**src/rtl/freqtable_arbiter_if.sv**
```systemverilog
`default_nettype none
// +------------------------------------------------------------------+
// | freqtable_arbiter_if: channel/ROM bundle for freqtable_arbiter.   |
// | Revision: 1.0                                                    |
// +------------------------------------------------------------------+
interface freqtable_arbiter_if #(
  parameter int NCH = 16,
  parameter int AW  = 10,
  parameter int DW  = 18
);
  logic [NCH-1:0]    req;
  logic [NCH*AW-1:0] addr;
  logic              rom_en;
  logic [AW-1:0]     rom_addr;
  logic [DW-1:0]     rom_do;
  logic [NCH*DW-1:0] ch_out;
  logic [NCH-1:0]    done;
  logic [NCH-1:0]    pending;
  logic              overrun;
  logic              ovr_clr;

  // slave is the arbiter side; master is the channel/ROM environment side
  modport slave (
    input  req, addr, rom_do, ovr_clr,
    output rom_en, rom_addr, ch_out, done, pending, overrun
  );
  modport master (
    output req, addr, rom_do, ovr_clr,
    input  rom_en, rom_addr, ch_out, done, pending, overrun
  );
endinterface
`default_nettype wire

```
**src/rtl/freqtable_arbiter.sv**
```systemverilog
`default_nettype none
// +------------------------------------------------------------------+
// | freqtable_arbiter: shares one synchronous freqtable ROM among NCH |
// | channels. FREQARB_FIXED_PRIO_EN selects fixed-priority grants.    |
// | Revision: 1.0                                                    |
// +------------------------------------------------------------------+
module freqtable_arbiter #(
  parameter int NCH = 16,
  parameter int AW  = 10,
  parameter int DW  = 18
) (
  input  logic                clk,
  input  logic                rst_n,
  freqtable_arbiter_if.slave  bus
);
  localparam int PW = (NCH > 1) ? $clog2(NCH) : 1;

  logic [NCH-1:0] pend_q, pend_d;
  logic [AW-1:0]  addr_q [NCH];
  logic [AW-1:0]  addr_d [NCH];
  logic [DW-1:0]  chd_q  [NCH];
  logic [DW-1:0]  chd_d  [NCH];
  logic [NCH-1:0] done_q, done_d;
  logic           rd_vld_q, rd_vld_d;
  logic [PW-1:0]  rd_ch_q, rd_ch_d;
  logic           ovr_q, ovr_d;
  logic           ovr_evt;
  logic           gnt_vld;
  logic [PW-1:0]  gnt_idx;

`ifdef FREQARB_FIXED_PRIO_EN
  always_comb begin
    gnt_vld = 1'b0;
    gnt_idx = '0;
    for (int k = NCH-1; k >= 0; k--) begin
      if (pend_q[k]) begin
        gnt_vld = 1'b1;
        gnt_idx = PW'(k);
      end
    end
  end
`else
  logic [PW-1:0] ptr_q, ptr_d;
  int            rr_idx;

  // Search upward from ptr, wrapping at NCH (NCH need not be a power of two)
  always_comb begin
    gnt_vld = 1'b0;
    gnt_idx = '0;
    rr_idx  = 0;
    for (int k = 0; k < NCH; k++) begin
      rr_idx = int'(ptr_q) + k;
      if (rr_idx >= NCH) rr_idx = rr_idx - NCH;
      if (!gnt_vld && pend_q[rr_idx]) begin
        gnt_vld = 1'b1;
        gnt_idx = PW'(rr_idx);
      end
    end
  end

  always_comb begin
    ptr_d = ptr_q;
    if (gnt_vld) ptr_d = (gnt_idx == PW'(NCH-1)) ? '0 : gnt_idx + 1'b1;
  end

  always_ff @(posedge clk or negedge rst_n) begin
    if (!rst_n) ptr_q <= '0;
    else        ptr_q <= ptr_d;
  end
`endif

  always_comb begin
    pend_d   = pend_q;
    addr_d   = addr_q;
    chd_d    = chd_q;
    done_d   = '0;
    ovr_evt  = 1'b0;
    rd_vld_d = gnt_vld;
    rd_ch_d  = gnt_idx;
    if (gnt_vld) pend_d[gnt_idx] = 1'b0;
    // A new request re-arms the channel; it only overruns if the old one was not issued now
    for (int i = 0; i < NCH; i++) begin
      if (bus.req[i]) begin
        pend_d[i] = 1'b1;
        addr_d[i] = bus.addr[i*AW +: AW];
        if (pend_q[i] && !(gnt_vld && gnt_idx == PW'(i))) ovr_evt = 1'b1;
      end
    end
    ovr_d = ovr_q;
    if (bus.ovr_clr) ovr_d = 1'b0;
    if (ovr_evt)     ovr_d = 1'b1;
    if (rd_vld_q) begin
      chd_d[rd_ch_q]  = bus.rom_do;
      done_d[rd_ch_q] = 1'b1;
    end
  end

  always_ff @(posedge clk or negedge rst_n) begin
    if (!rst_n) begin
      pend_q   <= '0;
      done_q   <= '0;
      rd_vld_q <= 1'b0;
      rd_ch_q  <= '0;
      ovr_q    <= 1'b0;
      for (int i = 0; i < NCH; i++) begin
        addr_q[i] <= '0;
        chd_q[i]  <= '0;
      end
    end else begin
      pend_q   <= pend_d;
      done_q   <= done_d;
      rd_vld_q <= rd_vld_d;
      rd_ch_q  <= rd_ch_d;
      ovr_q    <= ovr_d;
      addr_q   <= addr_d;
      chd_q    <= chd_d;
    end
  end

  assign bus.rom_en   = gnt_vld;
  assign bus.rom_addr = gnt_vld ? addr_q[gnt_idx] : '0;
  assign bus.done     = done_q;
  assign bus.pending  = pend_q;
  assign bus.overrun  = ovr_q;

  for (genvar i = 0; i < NCH; i++) begin : g_ch_out
    assign bus.ch_out[i*DW +: DW] = chd_q[i];
  end
endmodule
`default_nettype wire

```
**src/flat_wrapper.sv**
```systemverilog
// flat-port wrapper written by rule: the top's interface ports become plain ports
module freqtable_arbiter_flat 
#(
  parameter int NCH = 16,
  parameter int AW  = 10,
  parameter int DW  = 18
)
  (clk, rst_n, bus_req, bus_addr, bus_rom_do, bus_ovr_clr, bus_rom_en, bus_rom_addr, bus_ch_out, bus_done, bus_pending, bus_overrun);
  freqtable_arbiter_if #(.NCH(NCH), .AW(AW), .DW(DW)) bus_i ();
  input  logic clk;
  input  logic rst_n;
  input wire logic [$bits(bus_i.req)-1:0] bus_req;
  input wire logic [$bits(bus_i.addr)-1:0] bus_addr;
  input wire logic [$bits(bus_i.rom_do)-1:0] bus_rom_do;
  input wire logic [$bits(bus_i.ovr_clr)-1:0] bus_ovr_clr;
  output wire logic [$bits(bus_i.rom_en)-1:0] bus_rom_en;
  output wire logic [$bits(bus_i.rom_addr)-1:0] bus_rom_addr;
  output wire logic [$bits(bus_i.ch_out)-1:0] bus_ch_out;
  output wire logic [$bits(bus_i.done)-1:0] bus_done;
  output wire logic [$bits(bus_i.pending)-1:0] bus_pending;
  output wire logic [$bits(bus_i.overrun)-1:0] bus_overrun;
  assign bus_i.req = bus_req;
  assign bus_i.addr = bus_addr;
  assign bus_i.rom_do = bus_rom_do;
  assign bus_i.ovr_clr = bus_ovr_clr;
  assign bus_rom_en = bus_i.rom_en;
  assign bus_rom_addr = bus_i.rom_addr;
  assign bus_ch_out = bus_i.ch_out;
  assign bus_done = bus_i.done;
  assign bus_pending = bus_i.pending;
  assign bus_overrun = bus_i.overrun;
  freqtable_arbiter #(.NCH(NCH), .AW(AW), .DW(DW)) u_core (.clk(clk), .rst_n(rst_n), .bus(bus_i));
endmodule
```
**config.mk**
```make
export PLATFORM = sky130hd
export DESIGN_NAME = freqtable_arbiter_flat
export DESIGN_NICKNAME = d
export VERILOG_FILES = /design/src/rtl/freqtable_arbiter_if.sv /design/src/rtl/freqtable_arbiter.sv /design/src/flat_wrapper.sv
export SDC_FILE = /design/constraint.sdc
export NUM_CORES = 1
export LEC_CHECK = 0
export ABC_AREA = 1
export ABC_CLOCK_PERIOD_IN_PS = 11000
export CAP_MARGIN = 10
export CORE_AREA = 2 2 203 205
export DETAILED_ROUTE_END_ITERATION = 7
export DIE_AREA = 0 0 205 207
export PLACE_DENSITY = 0.88
export SLEW_MARGIN = 5
export SYNTH_ARGS = -nofsm -noshare
export SYNTH_HDL_FRONTEND = slang
export SYNTH_SLANG_ARGS = --single-unit
```
**constraint.sdc**
```tcl
create_clock -name clk -period 11 [get_ports clk]
set_clock_uncertainty 0.15 [all_clocks]
set_input_delay 2.2 -clock clk [delete_from_list [all_inputs] [get_ports clk]]
set_output_delay 2.2 -clock clk [all_outputs]
set_load 0.005 [all_outputs]
```
==> impl_metrics.py <==
metrics = {
    "drt": {
        "vias_per_cell": 5.72,
        "wire_per_inst_um": 21.9,
        "drt_iter0_drc": 2094,
        "routed_wl_um": 76400,
        "drc": 0,
        "ant_nets": 0,
        "vias": 19900,
        "drt_first_pass_iters": 6,
    },
    "synth": {
        "netlist_top_cells_count": "nand2_1, dfrtp_1, o21ai_0",
        "synth_top_area_cell": "dfrtp_1",
        "yosysMostFrequentCell": "nand2_1",
        "yosysUniqueCellTypes": 45,
        "ys_ff_latch": 490,
        "synth_cells": 2449,
        "ys.flop_type": "dfrtp_1",
        "syn-num-nets": 2654,
        "avgSynthCellArea_um2": 8.63,
        "synthArstFlopShare": 1.00,
        "synth_area_leaders": "dfrtp_1, nand2_1, o21ai_0, nand3_1, nor2_1",
        "yosys_warnings": 0,
        "seq_area_frac_synth": 0.580,
        "synth_area_um2": 21100,
        "synth-edff-count": 0,
        "netlist.area_leader.share": 0.580,
    },
    "timing": {
        "fin_setup_tns_ns": 0,
        "finalHoldViolCount": 0,
        "tightest_slew_ns": 1.18,
        "rsz0062_at_grt": "false",
        "slew_headroom": 0.212,
        "max_freq_mhz": 105,
        "final.min_clock_period_ns": 9.49,
        "final-setup-viol-count": 0,
        "period_share": 0.862,
        "maxSlewViolCount": 0,
    },
    "clocking": {
        "clkLatencyLatePin_ns": 0.61,
        "root_buffer": "clkbuf_16",
        "ctsResizeCount": 0,
        "postCtsSetupRepairBufs": 0,
        "cts_tree": "done",
        "cts_max_path_buffers": 3,
        "cts_hold_buf": 0,
        "htreeDepth": 2,
        "path_clk_slew_ns": 0.06,
        "cts_buffers": 49,
        "clock-sinks": 490,
    },
    "global_routing": {
        "grt_pass1_wl_um": 116000,
        "grt_remaining_overflow": 0,
        "grt_max_degree": 201,
        "track_usage": 0.358,
        "antenna_found_initial": 3,
        "grt_pass1_vias": 19800,
    },
    "die": {
        "dieHeight_um": 207,
        "row_count": 74,
        "top_level_ports": 529,
        "start_util": 0.523,
        "die_area_um2": 42400,
        "die_x_um": 205,
        "coreArea_um2": 40400,
    },
    "power_and_ir_drop": {
        "peakVddDrop_mv": 0.557,
        "leakagePower_nw": 13.3,
        "power_density_nw_per_um2": 380,
    },
    "worst_setup_path": {
        "critPathMaxFanout": 43,
        "crit_required_ns": 8.65,
        "crit_type": "register to primary output",
        "start_kind": "register",
        "critPathArrivalTime_ns": 7.14,
        "worstSetupEndpointType": "primary output",
    },
    "run_status": {
        "status": "complete, no violations",
    },
    "worst_hold_path": {
        "worstHoldPathType": "register to register",
    },
    "run": {
        "cap_violations": 0,
    },
    "cells_and_area": {
        "fin_nets": 3116,
        "finish.utilization": 0.701,
        "syn_to_final_growth_pct": 33.9,
        "drive_gt1_frac": 0.0519,
    },
    "placement": {
        "port_buffers": 528,
        "hpwlAfterDp_um": 53400,
        "gp_congestion": 0.950,
    },
}
-- per-layer routing --
layer,GRT usage,share of wire,vias up
li1,-,-,8792
met4,0.215,0.067,0
met3,0.0711,0.088,287
met2,0.592,0.48,1242
met1,0.434,0.36,9589
met5,0,0,-
-- power by group --
group | internal, W | switching, W | total [W]
Clock | 0.000989 | 0.000722 | 0.00171
Sequential | 0.00243 | 0.000425 | 0.00285
Combinational | 0.00249 | 0.00370 | 0.00618
-- cells by family after synthesis --
family,count (synthesis),synth area share
AOI/OAI and AO/OA,457,0.115
xor gates and xnor gates,9,0.00586
DFF,490,0.580
and+or+nand+nor,1171,0.227
muxes,15,0.00800
adders and majority gates,8,0.00474
buffers and inverters,299,0.0583
-- state kept, by name, indices dropped and copies added, names as in the netlist --
signal and flops:
u_core.addr_q 160, u_core.bus.ch_out 288, u_core.bus.done 16, u_core.bus.overrun 1, u_core.bus.pending 16, u_core.ptr_q 4
u_core.rd_ch_q 4, u_core.rd_vld_q 1
-- final timing paths --
check / startpoint / end / slack, ns / depth (start not counted)
hold reg to reg: u_core.addr_q[107] / u_core.addr_q[107] / 0.32 / 2
setup / recovery: u_core.ptr_q[0] / bus_rom_addr[9] / 1.51 / 26
hold / removal: u_core.addr_q[107] / u_core.addr_q[107] / 0.32 / 2
max in group asynchronous: rst_n / u_core.bus.ch_out[9] / 7.45 / 2
setup reg to reg: u_core.ptr_q[0] / u_core.bus.overrun / 4.68 / 27
min in group asynchronous: rst_n / u_core.addr_q[128] / 1.50 / 1
-- stage by stage --
step	setup WS, ns	hold slack, ns	cell area [um2]	instances	power (W)
floorplan	4.99	0.292	21100	2449	0.00614
global placement	2.44	0.304	26600	3392	0.00871
detailed placement	2.32	0.310	26600	3392	0.00885
CTS	1.64	0.323	28300	3480	0.0107
global route	0.980	0.344	28300	3482	0.0114
finish	1.51	0.323	28300	3482	0.0107
-- cells in the final DEF (no fill, tap or decap), types with 15 or more instances in the layout --
cell type        Yosys  final
dfrtp_1            490    490
o21ai_1             46     46
nand2_1            821    821
nand4_1             18     18
nand3_1            139    139
mux2_2              15     15
inv_1              149    149
a21oi_1             75     75
clkbuf_16            0     49
o21ai_0            284    284
clkdlybuf4s50_1      0    527
nor2_1             159    155
o211ai_1            26     26
-- worst max-delay path, stage by stage (launching register included) --
cell	delay [ns]
dfrtp_1	0.92
inv_4	0.22
ha_1	0.54
inv_1	0.44
nand3_1	0.22
nand3_2	0.13
nand2_1	0.09
nand2_2	0.09
nand2_4	0.07
nor2_8	0.14
nand4_4	0.13
nor2_4	0.16
nand4_2	0.14
nor3_4	0.28
nand3_2	0.15
nor2_4	0.16
nand2_2	0.07
nand3_1	0.10
nand2_2	0.51
nand2_4	0.60
inv_2	0.20
nand2_1	0.10
o211ai_1	0.09
nand2_1	0.08
nand3_1	0.09
nor2_1	0.23
clkdlybuf4s50_1	0.56
-- final cells by class --
cell class | count | area (um2)
flip-flops and latches | 490 | 12300
fillers | 2913 | 12100
multi-input cells | 1660 | 7640
repair buffers | 538 | 5390
clock buffers | 73 | 1450
well taps | 532 | 666
inverters | 172 | 651
clock inverters | 15 | 220
diodes | 2 | 5.00
(Power assumes the default switching activity.)
